$ cat src/rtl/modulo_updown_counter.sv
// Synchronous modulo up/down counter: load with clamp, wrap or saturate, tc pulse, sticky flags.
// Define MODULO_UPDOWN_COUNTER_GRAY_OUT_EN to add a registered Gray-coded copy of Q (gray_q).
module modulo_updown_counter #(
  parameter int                       COUNTER_WIDTH = 8,
  parameter longint unsigned          MODULUS       = 256,
  parameter logic [COUNTER_WIDTH-1:0] RESET_VALUE   = '0
) (
  input  logic                     clk,
  input  logic                     reset,
  input  logic                     en,
  input  logic                     up_down,
  input  logic                     load,
  input  logic [COUNTER_WIDTH-1:0] load_value,
  input  logic                     sat_mode,
  input  logic                     clear_flags,
  output logic [COUNTER_WIDTH-1:0] Q,
  output logic                     tc,
  output logic                     overflow,
  output logic                     underflow
`ifdef MODULO_UPDOWN_COUNTER_GRAY_OUT_EN
  ,
  output logic [COUNTER_WIDTH-1:0] gray_q
`endif
);

  // Top of range kept one bit wider so MODULUS == 2**COUNTER_WIDTH needs no special case.
  localparam logic [COUNTER_WIDTH:0] TOP = (COUNTER_WIDTH+1)'(MODULUS - 64'd1);

  logic [COUNTER_WIDTH:0]   q_ext, ld_ext;
  logic [COUNTER_WIDTH-1:0] q_nxt;
  logic                     tc_nxt, ovf_nxt, unf_nxt;

  assign q_ext  = {1'b0, Q};
  assign ld_ext = {1'b0, load_value};

  always_comb begin
    q_nxt   = Q;
    tc_nxt  = 1'b0;
    ovf_nxt = overflow  & ~clear_flags;
    unf_nxt = underflow & ~clear_flags;
    if (load) begin
      q_nxt = (ld_ext > TOP) ? TOP[COUNTER_WIDTH-1:0] : load_value;
    end else if (en) begin
      if (up_down) begin
        if (q_ext == TOP) begin
          tc_nxt  = 1'b1;
          ovf_nxt = 1'b1;
          if (!sat_mode) q_nxt = '0;
        end else begin
          q_nxt = COUNTER_WIDTH'(q_ext + (COUNTER_WIDTH+1)'(1));
        end
      end else begin
        if (q_ext == '0) begin
          tc_nxt  = 1'b1;
          unf_nxt = 1'b1;
          if (!sat_mode) q_nxt = TOP[COUNTER_WIDTH-1:0];
        end else begin
          q_nxt = COUNTER_WIDTH'(q_ext - (COUNTER_WIDTH+1)'(1));
        end
      end
    end
  end

  always_ff @(posedge clk) begin
    if (reset) begin
      Q         <= RESET_VALUE;
      tc        <= 1'b0;
      overflow  <= 1'b0;
      underflow <= 1'b0;
    end else begin
      Q         <= q_nxt;
      tc        <= tc_nxt;
      overflow  <= ovf_nxt;
      underflow <= unf_nxt;
    end
  end

`ifdef MODULO_UPDOWN_COUNTER_GRAY_OUT_EN
  // Encoded from q_nxt so the Gray word lands on the same edge as Q.
  always_ff @(posedge clk) begin
    if (reset) gray_q <= RESET_VALUE ^ (RESET_VALUE >> 1);
    else       gray_q <= q_nxt ^ (q_nxt >> 1);
  end
`endif

endmodule
$ cat config.mk
export PLATFORM = sky130hd
export DESIGN_NAME = modulo_updown_counter
export DESIGN_NICKNAME = d
export VERILOG_FILES = /design/src/rtl/modulo_updown_counter.sv
export SDC_FILE = /design/constraint.sdc
export NUM_CORES = 1
export LEC_CHECK = 0
export ABC_AREA = 1
export BUFFER_PORTS_ARGS = -buffer_cell sky130_fd_sc_hd__buf_2
export CORE_MARGIN = 1
export CORE_UTILIZATION = 50
export DETAILED_ROUTE_END_ITERATION = 10
export GPL_TIMING_DRIVEN = 0
export PLACE_DENSITY = 0.76
export SLEW_MARGIN = 20
export SYNTH_ARGS = -nofsm -noshare
export SYNTH_HDL_FRONTEND = slang
export SYNTH_SLANG_ARGS = --single-unit
$ cat constraint.sdc
create_clock -name clk -period 2.55 [get_ports clk]
set_input_delay 0.255 -clock clk [delete_from_list [all_inputs] [get_ports clk]]
set_output_delay 0.255 -clock clk [all_outputs]
set_load 0.03 [all_outputs]
# Word-level counts from Yosys, hierarchy flattened
# Cells that the tools add are included.
word_totals:
  input_bits: 15
  rom_bits: 0
  ram_bits: 0
  reg_bits: 11
  memories: 0
  out_inout_bits: 11
  elab_cells: 37
  latchBits: 0
classes:
  muxes: 19
  magnitude_cmp: 1
  div: 0
  n_eq_ne: 3
  multipliers: 0
  shift: 0
  n_addsub: 2
  reduce_logical: 4
  bitwise_logic: 4
op_table:
  columns: ["operator", "count"]
  rows:
  - ["8-bit 2-to-1 mux", 8]
  - ["1-bit 2-to-1 mux", 11]
  - ["9-bit logical NOT", 1]
  - ["8-bit by 1-bit adder with 8-bit output (second input constant)", 1]
  - ["8-bit == test (second input constant)", 1]
  - ["8-bit > comparator (second input constant)", 1]
  - ["4-bit inequality test (second input constant)", 2]
  - ["8-bit by 1-bit subtractor with 8-bit output (second input constant)", 1]
  - ["3-bit AND reduction", 1]
  - ["3-bit OR reduction", 1]
  - ["1-bit AND", 2]
  - ["1-bit NOT", 2]
  - ["2-bit nonzero test", 1]

# Logic depth before layout (Yosys ltp)
logic_depth:
  ltp_word: 6
  mapped_depth: 11
  ltp_nobuf: 10

# Least setup slack after synthesis
# Ideal clock, no wire load.
synth_path:
  path_type: "reg2reg"
  from: "register Q[0]"
  to: "register Q[3]"
  setup_ps: 113
  path_slack_ps: 855
  synth_period_minus_slack_ps: 1695
  t_arrival_ps: 1582
  required_ps: 2437
  path_stages_with_launch: 9
  path_buffers: 0
  path_cell_list: "dfxtp_1 > inv_1 > ha_1 > nand3_2 > nor2_4 > a21oi_1 > nand3_1 > o21ai_1 > nor2_1"
synth_via:
  elab_chain_cells: 5
  word_cells_on_any_way: 12
  classes_between: "2 x add/sub; 3 x eq/ne; 5 x mux; 2 x reduce/logical"
synth_lines:
  columns: ["element", "line_no", "source"]
  rows:
  - ["start: declaration", "16", "output logic [COUNTER_WIDTH-1:0] Q,"]
  - ["start signal: assignment", "71", "Q <= q_nxt;"]
  - ["8-bit by 1-bit subtractor with 8-bit output (tied with other cells)", "58", "q_nxt = COUNTER_WIDTH'(q_ext - (COUNTER_WIDTH+1)'(1));"]
  - ["8-bit 2-to-1 mux, on equally long branches", "53, 45", null]
  - ["8-bit 2-to-1 mux", "44", "if (up_down) begin"]
  - ["8-bit 2-to-1 mux", "43", "end else if (en) begin"]
  - ["8-bit 2-to-1 mux", "41", "if (load) begin"]
# Several ways; a longest one is shown, not always the timed one. The select of a mux whose other input is x is not followed.
# A chain may end at the register's enable or synchronous reset.

# Final worst setup path
layout_path:
  from: "register Q[0]"
  to: "register Q[2]"
# Same word-level chain as after synthesis.

==> flow_metrics.env <==
export IMPL_path_buf_inv=1
export IMPL_die_y_um=47.3
export IMPL_aggregate_global_route_resource_usage=0.270
export IMPL_drt_vias_per_instance=5.18
export IMPL_numPortBuffers=24
export IMPL_count_of_unique_library_cells_instantiated_by_yosys=20
export IMPL_drcViolationCount=0
export IMPL_tritoncts="built"
export IMPL_max_cap_violations=0
export IMPL_synth_seq_area_share=0.215
export IMPL_syn_cell_area_um2=1030
export IMPL_yosysWarnings=0
export IMPL_layout_min_cycle_time_ns=1.82
export IMPL_power_density_over_cell_area_nw_per_um2=467
export IMPL_swShare=0.424
export IMPL_total_inserted_antenna_cells=0
export IMPL_cp_slowest_stage_delay_ns=0.51
export IMPL_starting_drc_count_in_detailed_routing=56
export IMPL_postRouteWirelength_um=2640
export IMPL_internal_power_uw=324
export IMPL_worst_hold_path_type="input pin to register"
export IMPL_critPathMostFrequentCell="a21oi_1"
export IMPL_first_global_vias=950
export IMPL_dieArea_um2=2240
export IMPL_pwr_share_clk=0.232
export IMPL_critical_path_slowest_cell="dfxtp_1"
export IMPL_fp_dieW_um=47.3
export IMPL_detail_route_first_pass_iterations=4
export IMPL_worst_path_dominant_cell_family="flip-flops"
export IMPL_cp_data_required_time_ns=2.73
export IMPL_start_util=0.528
export IMPL_antenna_violations_before_repair=0
export IMPL_status="complete, no violations"
export IMPL_dp_hpwl_um=2060
export IMPL_mostFrequentLayoutCell="nand2_1"
export IMPL_core_rowCount=16
export IMPL_critPathArrivalTime_ns=1.99
export IMPL_postSynthNetCount=197
export IMPL_setup_tns_ns=0
export IMPL_cts_reportedPaths_clkPinSlew_ns=0.09
export IMPL_place_inst=230
export IMPL_cts_root_buf="clkbuf_4"
export IMPL_num_vias=1213
export IMPL_synth_top_cell_area_share=0.215
export IMPL_hold_ws_ns=0.211
export IMPL_postCtsHoldBufs=0
export IMPL_finalNetCount=226
export IMPL_worstPathCellList="inv_1 -> ha_1 -> nand3_2 -> nor2_4 -> a21oi_1 -> nand3_1 -> a21oi_1 -> nor2_1"
export IMPL_slew_violations=0
export IMPL_timing_slew_headroom=0.773
export IMPL_post_cts_setup_buffer_count=0
export IMPL_avgSynthCellArea_um2=5.73
export IMPL_clk_insertion_delay_late_ns=0.29
export IMPL_worstSetupEndpointType="register"
export IMPL_syn2layout_area_growth_pct=17.6
export IMPL_htree_levels=1
export IMPL_grt_remaining_overflow=0
export IMPL_floorplan_core_area_um2=1940
export IMPL_drive_gt1_frac=0.237
export IMPL_synth_area_leaders="dfxtp_1, nand2_1, nand3_1"
export IMPL_wl_per_cell_um=11.3
export IMPL_critical_path_startpoint_type="register"
export IMPL_top_level_ports=26
export IMPL_synthesis_instances=179
export IMPL_largest_net_degree_at_the_start_of_global_routing=11
export IMPL_worst_slew_pin_transition_ns=0.340
export IMPL_clock_tree_buffer_depth=2
export IMPL_finClkSkew_ns=0.0126
export IMPL_ys_seq_elements=11
export IMPL_timing_final_hold_violations=0
export IMPL_route_antenna_remaining_nets=0
export IMPL_vdd_ir_drop_max_uv=322
export IMPL_grt_first_pass_wirelength_um=4140
export IMPL_share_seq_of_total_power=0.366
export IMPL_static_leakage_power_uw=0.000650
export IMPL_cts_buffers_inserted=3
export IMPL_p_switching_uw=239
export IMPL_rsz0062_at_grt="false"
export IMPL_combinational_share_of_power=0.402
export IMPL_worst_setup_path_type="register to register"
export IMPL_final_setup_fails=0
export IMPL_place_congestion=0.952
export IMPL_fillers=211
export IMPL_cp_max_fo=7
export IMPL_layoutNonFillerInstCount=234
export IMPL_layout_common_cells="nand2_1, buf_2, inv_1, nor2_1, nand3_1"
export IMPL_ctsResizeCount=0
export IMPL_achievable_frequency_ghz=0.550
export IMPL_cts_sink_count=11
export IMPL_synth_area_leader_cell="dfxtp_1"
export IMPL_timing_final_crit_share=0.713
==> layer usage <==
layer / part of all wire / global-route usage / vias up
li1: - / - / 620
met1: 0.46 / 0.367 / 539
met2: 0.45 / 0.419 / 46
met3: 0.070 / 0.0577 / 8
met4: 0.018 / 0.0971 / 0
met5: 0 / 0 / -
==> layout make-up <==
cell class,instances,area (µm²),area share
Clock buffer,4,26.3,0.0218
Sequential cell,11,220,0.183
Timing Repair Buffer,24,120,0.0996
Multi-Input combinational cell,139,679,0.563
Inverter,25,93.8,0.0778
Buffer,4,32.5,0.0270
Tap cell,27,33.8,0.0280
==> per-stage QoR <==
| step | power (µW) | worst slack [ns] | area [µm²] | util |
|---|---|---|---|---|
| floorplan | 375 | 0.855 | 1030 | - |
| global placement | 429 | 0.888 | 1180 | 0.608 |
| detailed placement | 434 | 0.801 | 1180 | 0.608 |
| CTS | 562 | 0.770 | 1210 | 0.621 |
| global route | 604 | 0.619 | 1210 | 0.621 |
| finish | 563 | 0.733 | 1210 | 0.621 |
==> Yosys cell counts (all sizes together) <==
cell type,n
nand2,57
nor2,27
inv,25
nand3,23
dfxtp,11
o21ai,11
a21oi,10
buf,4
ha,3
nand4,3
or2,3
nor3,1
xor2,1
==> power groups by stage <==
| stage | combinational [µW] | clock [µW] | sequential (µW) |
|---|---|---|---|
| floorplan | 144 | 0 | 231 |
| finish | 227 | 131 | 206 |
| global route | 255 | 141 | 208 |
| detailed placement | 224 | 0 | 210 |
| CTS | 225 | 132 | 205 |
| global placement | 221 | 0 | 208 |
==> final timing paths <==
kind	startpoint	slack, ns	to	depth (start not counted)
worst max register to register	Q[0]	0.73	Q[2]	8
worst min-delay path	reset	0.21	Q[1]	2
worst max-delay path	Q[0]	0.73	Q[2]	8
worst min register to register	underflow	0.49	underflow	2
==> state kept, by name, indices dropped and copies added (netlist names) <==
| name | cells |
|---|---|
| underflow | 1 |
| tc | 1 |
| overflow | 1 |
| Q | 8 |
==> cells by family after synthesis <==
kind of cell | synth area share
compound gates | 0.102
xor+xnor | 0.00854
fa+ha+maj | 0.0366
buf+inv | 0.123
flops | 0.215
simple gates | 0.515
==> worst reg2reg max path, stage by stage (launching register included) <==
cell     delay, ns
dfxtp_1       0.51
inv_1         0.18
ha_1          0.26
nand3_2       0.10
nor2_4        0.05
a21oi_1       0.29
nand3_1       0.13
a21oi_1       0.15
nor2_1        0.05
Power figures use the tool's default switching activity.
